`config.mk`:
```
export PLATFORM = sky130hd
export DESIGN_NAME = uart_rx_fifo
export DESIGN_NICKNAME = d
export VERILOG_FILES = /design/src/rtl/uart_pkg.sv /design/src/rtl/uart_fifo_mem.sv /design/src/rtl/uart_rx_fifo.sv
export SDC_FILE = /design/constraint.sdc
export NUM_CORES = 1
export LEC_CHECK = 0
export BUFFER_PORTS_ARGS = -buffer_cell sky130_fd_sc_hd__buf_2
export CAP_MARGIN = 20
export CORE_MARGIN = 3
export CORE_UTILIZATION = 60
export DETAILED_ROUTE_END_ITERATION = 8
export HOLD_SLACK_MARGIN = 0.06
export PLACE_DENSITY = 0.78
export SLEW_MARGIN = 25
export SYNTH_ARGS = -nofsm -noshare
export SYNTH_HDL_FRONTEND = slang
export SYNTH_SLANG_ARGS = --single-unit
```
`constraint.sdc`:
```
create_clock -name clk -period 2.7 [get_ports clk]
set_clock_uncertainty 0.15 [all_clocks]
set_input_delay 0.27 -clock clk [delete_from_list [all_inputs] [get_ports clk]]
set_output_delay 0.27 -clock clk [all_outputs]
set_load 0.01 [all_outputs]
```
`src/rtl/uart_pkg.sv`:
```
// Shared UART parameters used by uart_rx, uart_tx and the receive FIFO.
package uart_pkg;
  localparam int UART_DATA_W     = 8;
  localparam int UART_FIFO_DEPTH = 16;
  localparam int UART_FIFO_AFULL = 12;

  function automatic int fifo_cnt_w(input int depth);
    return $clog2(depth) + 1;
  endfunction
endpackage

```
`src/rtl/uart_fifo_mem.sv`:
```
// Receive FIFO storage: register array, synchronous write, asynchronous read.
module uart_fifo_mem
  import uart_pkg::*;
#(
  parameter int DATA_W = UART_DATA_W,
  parameter int DEPTH  = UART_FIFO_DEPTH
) (
  input  logic                     clk,
  input  logic                     we,
  input  logic [$clog2(DEPTH)-1:0] waddr,
  input  logic [DATA_W-1:0]        wdata,
  input  logic [$clog2(DEPTH)-1:0] raddr,
  output logic [DATA_W-1:0]        rdata
);

  logic [DATA_W-1:0] mem [DEPTH];

  // Contents are deliberately not reset; the FIFO masks them while empty.
  always_ff @(posedge clk) begin
    if (we) begin
      mem[waddr] <= wdata;
    end
  end

  assign rdata = mem[raddr];

endmodule

```
`src/rtl/uart_rx_fifo.sv`:
```
// First-word-fall-through FIFO behind uart_rx with edge-detected writes and sticky overflow.
module uart_rx_fifo
  import uart_pkg::*;
#(
  parameter int DATA_W    = UART_DATA_W,
  parameter int DEPTH     = UART_FIFO_DEPTH,
  parameter int AFULL_LVL = UART_FIFO_AFULL
) (
  input  logic                   clk,
  input  logic                   reset,
  input  logic                   rx_done,
  input  logic [DATA_W-1:0]      data_in,
  input  logic                   rd_en,
  output logic [DATA_W-1:0]      rd_data,
  output logic                   empty,
  output logic                   full,
  output logic                   almost_full,
  output logic [$clog2(DEPTH):0] count,
  output logic                   overflow,
  input  logic                   ovf_clr
);

  localparam int AW = $clog2(DEPTH);
  localparam logic [AW:0]   CNT_ONE = {{AW{1'b0}}, 1'b1};
  localparam logic [AW-1:0] PTR_ONE = {{(AW-1){1'b0}}, 1'b1};
  localparam logic [AW:0]   CNT_FULL = (AW+1)'(DEPTH);
  localparam logic [AW:0]   CNT_AFULL = (AW+1)'(AFULL_LVL);

  logic [AW-1:0]     wr_ptr;
  logic [AW-1:0]     rd_ptr;
  logic [AW:0]       occ;
  logic              rx_done_q;
  logic              armed;
  logic              ovf;
  logic [DATA_W-1:0] mem_rdata;
  logic              wr_stb;
  logic              pop;
  logic              wr_acc;
  logic              drop;

  // armed stays low until rx_done is seen low, so a level held across reset release is not a new byte
  assign wr_stb = rx_done & ~rx_done_q & armed;
  assign pop    = rd_en & ~empty;
  assign wr_acc = wr_stb & (~full | pop);
  assign drop   = wr_stb & full & ~pop;

  assign empty       = (occ == '0);
  assign full        = (occ == CNT_FULL);
  assign almost_full = (occ >= CNT_AFULL);
  assign count       = occ;
  assign overflow    = ovf;
  assign rd_data     = empty ? '0 : mem_rdata;

  // Pointer, occupancy, edge-detect and overflow state.
  always_ff @(posedge clk or posedge reset) begin
    if (reset) begin
      wr_ptr    <= '0;
      rd_ptr    <= '0;
      occ       <= '0;
      rx_done_q <= 1'b0;
      armed     <= 1'b0;
      ovf       <= 1'b0;
    end else begin
      rx_done_q <= rx_done;
      armed     <= armed | ~rx_done;
      if (wr_acc) begin
        wr_ptr <= wr_ptr + PTR_ONE;
      end
      if (pop) begin
        rd_ptr <= rd_ptr + PTR_ONE;
      end
      case ({wr_acc, pop})
        2'b10:   occ <= occ + CNT_ONE;
        2'b01:   occ <= occ - CNT_ONE;
        default: occ <= occ;
      endcase
      ovf <= drop | (ovf & ~ovf_clr);
    end
  end

  uart_fifo_mem #(
    .DATA_W(DATA_W),
    .DEPTH (DEPTH)
  ) u_mem (
    .clk  (clk),
    .we   (wr_acc),
    .waddr(wr_ptr),
    .wdata(data_in),
    .raddr(rd_ptr),
    .rdata(mem_rdata)
  );

endmodule

```
Yosys cells after proc, flatten, opt, wreduce, memory -nomap -nowiden

Memory sizes are Yosys's and may differ from the RTL's.
Cells that the tools add are included.

Register bits after elaboration: 16
Latch bits: 0
RAM bits: 128
ROM bits: 0
Output and inout bits: 17
Memories kept: 1

Memories:

| name      | words | width | rd ports | clocked after memory_dff | write ports | line                | text |
|---|---|---|---|---|---|---|---|
| u_mem.mem | 16    | 8     | 1        | 0                        | 1           | uart_fifo_mem.sv:16 | `logic [DATA_W-1:0] mem [DEPTH];` |

Add/sub/neg operators: 4
$mul: 0
Divide/modulo/power cells: 0
Magnitude comparators: 1
Equality and inequality tests: 3
Shift operators: 0
Multiplexer cells: 4
Bitwise gates (word level): 16
Reduce and logical (&&, ||, !) cells: 2

Operator list:

| kind                | number |
|---|---|
| $pmux 5 s2          | 1 |
| $add 4x1->4 const B | 2 |
| $mux 8              | 1 |
| $and 1x1->1         | 7 |
| $not 1->1           | 6 |
| $add 5x1->5 const B | 1 |
| $eq 5x5->1 const B  | 1 |
| $ge 5x4->1 const B  | 1 |
| $logic_not 5->1     | 1 |
| $sub 5x1->5 const B | 1 |
| $or 1x1->1          | 3 |
| $eq 2x1->1 const B  | 1 |
| $eq 2x2->1 const B  | 1 |
| $mux 1              | 2 |
| $reduce_bool 2->1   | 1 |

Longest topological paths before layout

Gate-level depths: netlist (run 1).

Depth in word-level cells: 7
Depth in mapped cells: 9
Depth with buffers taken out: 8

Cells and area by module

Synthesis (run 1) repeated with hierarchy kept, for this count alone.

Cells, all modules: 298
Area total of the unflattened synthesis: 5841.9 um2

Modules (own cells, without submodules):

| module        | instances | cells each | area each (um2) |
|---|---|---|---|
| uart_fifo_mem | 1         | 221        | 4987.3 |
| uart_rx_fifo  | 1         | 77         | 854.6 |

Worst setup path before layout (run 1)

Ideal clock, no wire load.

Path type: register to register
Start: register occ[1], in the netlist count[1]
End: register occ[4], in the netlist count[4]
Data arrival time: 2.245 ns
Data required time: 2.470 ns
Slack: 0.225 ns
Stages on the path, launching flop included: 9
Path buffers: 1
Period minus slack after synthesis: 2.475 ns
Path through: dfrtp_1 -> buf_6 -> or4_4 -> o211ai_4 -> xnor2_1 -> ha_1 -> o31a_1 -> o32ai_1 -> xnor2_1

Longest elaborated chain between the ends: 7

RTL lines:

| element                                                | line               | text |
|---|---|---|
| start: declaration                                     | uart_rx_fifo.sv:31 | `logic [AW:0] occ;` |
| start signal: assignment                               | uart_rx_fifo.sv:73 | `2'b10: occ <= occ + CNT_ONE;` |
| start signal: assignment                               | uart_rx_fifo.sv:74 | `2'b01: occ <= occ - CNT_ONE;` |
| $logic_not 5->1                                        | uart_rx_fifo.sv:47 | `assign empty = (occ == '0);` |
| $not 1->1                                              | uart_rx_fifo.sv:43 | `assign pop = rd_en & ~empty;` |
| $and 1x1->1                                            | uart_rx_fifo.sv:43 |  |
| $or 1x1->1                                             | uart_rx_fifo.sv:44 | `assign wr_acc = wr_stb & (~full \| pop);` |
| $and 1x1->1                                            | uart_rx_fifo.sv:44 |  |
| $eq 2x1->1 / $eq 2x2->1 (equally long branches)        | uart_rx_fifo.sv:72 | `case ({wr_acc, pop})` |
| $pmux 5 s2 / $reduce_bool 2->1 (equally long branches) | n/a                |  |

Several ways; a longest one is shown, not always the timed one.
A chain may end at the register's enable or synchronous reset.

Worst setup path after layout (run 1)

Start: register rd_ptr[0]
End: output port rd_data[2]

Longest elaborated chain between the ends: 2

RTL lines:

| element                  | line               | text |
|---|---|---|
| start: declaration       | uart_rx_fifo.sv:30 | `logic [AW-1:0] rd_ptr;` |
| start signal: assignment | uart_rx_fifo.sv:70 | `rd_ptr <= rd_ptr + PTR_ONE;` |
| $mem_v2 16x8             | n/a                |  |
| $mux 8                   | uart_rx_fifo.sv:52 | `assign rd_data = empty ? '0 : mem_rdata;` |
| end: declaration         | uart_rx_fifo.sv:14 | `output logic [DATA_W-1:0] rd_data,` |

No other way between the ends.

==> results.toml, run 1 <==
[global_route]
gr-usage-all-layers_pct = 22.5
grt_start_max_net_pins = 29
gr-total-overflow = 0
grt_pass1_wl_mm = 18.1
grt_antenna_before_repair = 0
grt_pass1_vias = 3193

[cells_and_area]
area_growth_pct = 19.8
nFillCells = 542
final_nets = 386
n_antenna_cell = 0
drive_above_1_share_pct = 31.7

[setup_path]
worst_setup_path_start_kind = "flop"
crit_path_end = "rd_data[2]"
r2r_slack_ns = 0.17
critPathMaxFanout = 8
crit_slowest_cell = "mux4_2"
critical_path_required_ns = 2.28
startpoint = "rd_ptr[0]"
slowest_delay_ns = 0.53
end_kind = "output port"
path_class = "reg2out"
rr_worst_depth = 7
path_cells = "buf_12 -> mux4_2 -> mux2i_2 -> o22ai_2 -> buf_2"
reg2reg_from = "count[0]"
cp.arrival_ns = 2.23
r2r_end = "count[4]"

[hold_path]
min_path_type = "in2async"

[sta]
whs_ns = 0.226
tightest_slew_ns = 0.929
layout_worst_path_cycle_share_pct = 98.3
rsz0062_at_grt = "yes"
setup_violations = 0
fmax_mhz = 377
relSlewSlack_pct = 37.9
maxSlewViolCount = 0
hold_viol = 0
period_needed_ns = 2.65

[floorplanning]
row_count = 35
fp.dieH_um = 105
die-area_um2 = 11000
core_um2 = 9370
start_util_pct = 62.9
io_pins = 30
die_w_um = 105

[logic_synthesis]
yosys-top-cells-area = "edfxtp_1, mux4_2, dfrtp_1"
ys_seq_elements = 144
ys_async_sr_fraction_pct = 11.1
synth_top_area_share_pct = 65.2
yosysSeqAreaShare_pct = 72.0
avgSynthCellArea_um2 = 19.2
post-synth-top-count-cell = "edfxtp_1"
syn_area_um2 = 5890
synth_flop_cell = "edfxtp_1"
ys_top_cells_by_count = "edfxtp_1, mux4_2, mux2i_1, dfrtp_1, and2_1"
synth_top_area_cell = "edfxtp_1"
yosysWarnings = 0
synth-edff-count = 128
syn_nets = 327
yosysUniqueCellTypes = 40
synth_cells = 307

[clock_tree]
cts.root.buffer_cell = "clkbuf_8"
ctsLongestPathBuffers = 2
cts_sinks = 144
clk_pin_slew_ns = 0.06
h-tree-depth = 4
tritoncts = "yes"
cts_buffers = 17
clock_latency_ns = 0.51

[route]
viasPerCell = 6.02
drtAntennaViolNets = 0
route.top_layer_used = "met4"
firstDrtPassIters = 5
routed_wl_mm = 11.6
wl_per_cell_um = 22.8
met2_length_mm = 5.98
vias = 3056
met1Wirelength_mm = 4.76
drc = 0
routed-wl-met3_um = 751
drt_iter0_markers = 249

[pwr]
fin_total_pwr_mw = 7.47
ir_worst_vdd_mv = 0.549
p_per_area_nw_per_um2 = 1060
power_leakage_nw = 2.48

[status]
status = "finished clean"

[placement]
gp_congestion = 0.876
dp_hpwl_mm = 6.68
portBuffers = 29

[run]
maxCapViolCount = 0
==> cells by family (layout without fill, tap and decap cells) <==
| kind of cell | after synthesis | count (layout) | share of synthesized area, % |
|---|---|---|---|
| DFF | 144 | 144 | 72.0 |
| muxes | 51 | 51 | 15.5 |
| and+or+nand+nor | 43 | 43 | 4.25 |
| AOI/OAI and AO/OA | 26 | 26 | 3.36 |
| buffers and inverters | 26 | 98 | 1.89 |
| xor gates and xnor gates | 10 | 10 | 1.49 |
| adders and majority gates | 7 | 7 | 1.49 |
==> layout by cell type, fill, tap and decap left out, drive strengths merged, types with 2 or more instances in the layout <==
master       count
a21oi            2
nor4bb           2
xor2             3
nor2             7
nand2b           3
a2bb2oi          2
nand3            3
xnor2            7
mux2i           17
dfrtp           16
o21ai            3
o22ai            8
clkbuf          20
edfxtp         128
mux4            32
bufinv           2
and3b            3
and2            12
nand2            8
clkinv           2
ha               7
buf             40
inv             17
a31oi            2
clkinvlp         4
dlygate4sd3     13
mux2             2
==> per-layer routing <==
layer,GRT usage (%),vias up
met1,30.7,1574
met5,0,-
met2,36.5,127
met3,5.74,6
li1,-,1349
met4,6.28,0
==> registers in the layout, summed over array words and instances (netlist names) <==
name	cells
armed	1
count	5
overflow	1
rd_ptr	4
rx_done_q	1
u_mem.mem	128
wr_ptr	4
==> power breakdown <==
group / switching, mW / internal (mW) / total, mW / leakage [nW]
combinational: 1.18 / 1.20 / 2.38 / 0.872
sequential: 0.195 / 2.63 / 2.83 / 1.34
clock: 0.927 / 1.33 / 2.26 / 0.266
total: 2.31 / 5.17 / 7.47 / 2.48
==> how the worst min path moves through the flow <==
stage	startpoint	end	slack, ns	depth (start not counted)
2_1_floorplan	reset	armed	0.03	1
3_3_place_gp	reset	wr_ptr[3]	0.22	2
3_5_place_dp	reset	wr_ptr[0]	0.23	2
4_1_cts	reset	count[0]	0.22	3
5_1_grt	reset	wr_ptr[0]	0.26	3
6_report	reset	count[0]	0.23	3
==> per-stage QoR <==
step	worst slack [ns]	area [µm²]	std cells	util [%]	TNS [ns]
global placement	0.259	6230	460	66.4	0
CTS	-0.0112	6970	507	74.4	-0.0127
detailed placement	0.209	6230	460	66.4	0
finish	0.0465	7060	508	75.3	0
floorplan	0.225	5890	307	-	0
global route	-0.0231	7060	508	75.3	-0.0541
==> layout make-up <==
| cell class | instances | area (µm²) | area share (%) |
|---|---|---|---|
| Clock buffer | 19 | 422 | 5.98 |
| Clock inverter | 13 | 151 | 2.15 |
| Inverter | 12 | 45.0 | 0.638 |
| Multi-Input combinational cell | 137 | 1600 | 22.7 |
| Sequential cell | 144 | 4250 | 60.2 |
| Tap cell | 129 | 161 | 2.29 |
| Timing Repair Buffer | 54 | 428 | 6.06 |
==> worst max-delay path, delay by kind of cell, from the launching register on <==
| family | cells | cell delay [ns] |
|---|---|---|
| mux | 2 | 0.76 |
| flops | 1 | 0.48 |
| buf+inv | 2 | 0.34 |
| compound gates | 1 | 0.13 |
==> timing repair <==
action	in CTS	in global routing
endpoints found under the hold margin	148	0
setup endpoints to repair	6	8
resized for setup	0	15
buffers inserted	1	0
hold buffers	13	0
pin swaps	0	1
cloned	1	1
Power figures use the tool's default switching activity.
==> run 2, diff against run 1 <==
--- a/config.mk
+++ b/config.mk
@@ -11,7 +11,7 @@
 export CORE_UTILIZATION = 60
 export DETAILED_ROUTE_END_ITERATION = 8
 export HOLD_SLACK_MARGIN = 0.06
-export PLACE_DENSITY = 0.78
+export PLACE_DENSITY_LB_ADDON = 0.12
 export SLEW_MARGIN = 25
 export SYNTH_ARGS = -nofsm -noshare
 export SYNTH_HDL_FRONTEND = slang
==> run 2 against run 1 <==
Sequential cell count unchanged. Count of clock-buffer cells in the layout unchanged. Utilization decreased by 1.0 points. Combinational power decreased by 5%. Hold slack improved by 0.0067 ns. Global-route usage increased by 0.25 points. Critical path type unchanged. Critical endpoint is now rd_data[6].
==> results.toml, run 2 (synthesized netlist as in run 1, its figures left out) <==
[status]
status = "finished clean"

[global_route]
gr-total-overflow = 0
grt_antenna_before_repair = 0
grt_pass1_wl_mm = 18.2
grt_pass1_vias = 3207
gr-usage-all-layers_pct = 22.7
grt_start_max_net_pins = 25

[cells_and_area]
n_antenna_cell = 0
largest_reg_flops = 128
mostFrequentLayoutCell = "edfxtp_1"
nFillCells = 593
postLayoutCoreUtil_pct = 74.3
final_cell_mix = "edfxtp_1, mux4_2, buf_2, mux2i_1, clkbuf_16"
stdcell_count = 509
final_nets = 387
area_growth_pct = 18.1
top_register = "u_mem.mem"
drive_above_1_share_pct = 30.3

[floorplanning]
io_pins = 30
core_um2 = 9370
fp.dieH_um = 105
row_count = 35
start_util_pct = 62.9
die-area_um2 = 11000
die_w_um = 105

[route]
vias = 3037
wl_per_cell_um = 22.2
drc = 0
drt_iter0_markers = 183
met2_length_mm = 5.37
firstDrtPassIters = 4
drtAntennaViolNets = 0
viasPerCell = 5.97
met1Wirelength_mm = 5.06
routed_wl_mm = 11.3
routed-wl-met3_um = 704
route.top_layer_used = "met4"

[clock_tree]
cts_sinks = 144
clk_pin_slew_ns = 0.06
clock_latency_ns = 0.51
tritoncts = "yes"
h-tree-depth = 4
ctsLongestPathBuffers = 2
post-cts-setup-buffers = 0
cts_buffers = 17
cts.root.buffer_cell = "clkbuf_8"

[setup_path]
cp.arrival_ns = 2.16
worst_setup_path_start_kind = "flop"
critPathMaxFanout = 24
critical_path_required_ns = 2.28
path_class = "reg2out"
end_kind = "output port"

[run]
maxCapViolCount = 0

[placement]
pre_cts_slack_ns = 0.161
dp_hpwl_mm = 7.15
gp_congestion = 0.818
place_inst = 464
portBuffers = 29

[sta]
finalWorstSetupSlack_ns = 0.115
layout_worst_path_cycle_share_pct = 95.7
hold_viol = 0
rsz0062_at_grt = "yes"
maxSlewViolCount = 0
fmax_mhz = 387
whs_ns = 0.233
period_needed_ns = 2.58
fin_setup_tns_ns = 0
setup_violations = 0
tightest_slew_ns = 0.842
relSlewSlack_pct = 43.7

[hold_path]
min_path_type = "in2async"

[pwr]
ir_worst_vdd_mv = 0.745
power_leakage_nw = 2.45
p_per_area_nw_per_um2 = 1030
## run 2: changes by cell type in the layout (fill, tap and decap cells not counted), moves of 2 or more
cell,change
buf_4,+4
mux2i_1,+3
mux2i_2,-2
o22ai_1,+2
o22ai_2,-2
## run 2: what timing repair did
action	CTS	global route
hold buffers	13	0
setup endpoints to repair	4	1
hold endpoints to repair	148	0
gates cloned	0	0
gates resized for setup	4	3
## run 2: final timing paths
path                            slack [ns]    endpoint       from  depth (start not counted)
max in group asynchronous             1.72   rd_ptr[0]      reset                          3
worst min register to register        0.37       armed      armed                          1
worst max register to register        0.14    count[4]   count[0]                          7
min in group clk                      0.31   rx_done_q    rx_done                          2
worst max-delay path                  0.12  rd_data[6]  rd_ptr[0]                          5
worst min-delay path                  0.23   wr_ptr[2]      reset                          3
## run 2: worst max-delay path, stage by stage (launching register included)
cell,delay [ns]
dfrtp_2,0.38
buf_12,0.22
mux4_2,0.54
mux2i_1,0.19
o22ai_1,0.15
buf_2,0.17
## run 2: layer usage
metal  up-vias  GRT usage, %
met5         -             0
met4         0          7.59
met3        19          6.49
met2       119          34.8
met1      1545          32.0
li1       1354             -
## run 2: where the power goes
part / switching (mW) / internal [mW]
registers: 0.143 / 2.63
clock network: 0.922 / 1.24
logic: 1.18 / 1.08
## run 2: cell type report
class,count,area [µm²],area share [%]
sequential,144,4250,61.0
multi-input combinational,137,1570,22.6
clock buffer,19,422,6.06
timing repair buffer,55,385,5.54
tap,129,161,2.32
clock inverter,13,131,1.89
inverter,12,45.0,0.647
## run 2: stage by stage
step | power, mW | instance area [µm²]
floorplan | 4.32 | 5890
global placement | 4.99 | 6240
detailed placement | 5.03 | 6240
CTS | 7.23 | 6940
global route | 7.55 | 6960
finish | 7.20 | 6960
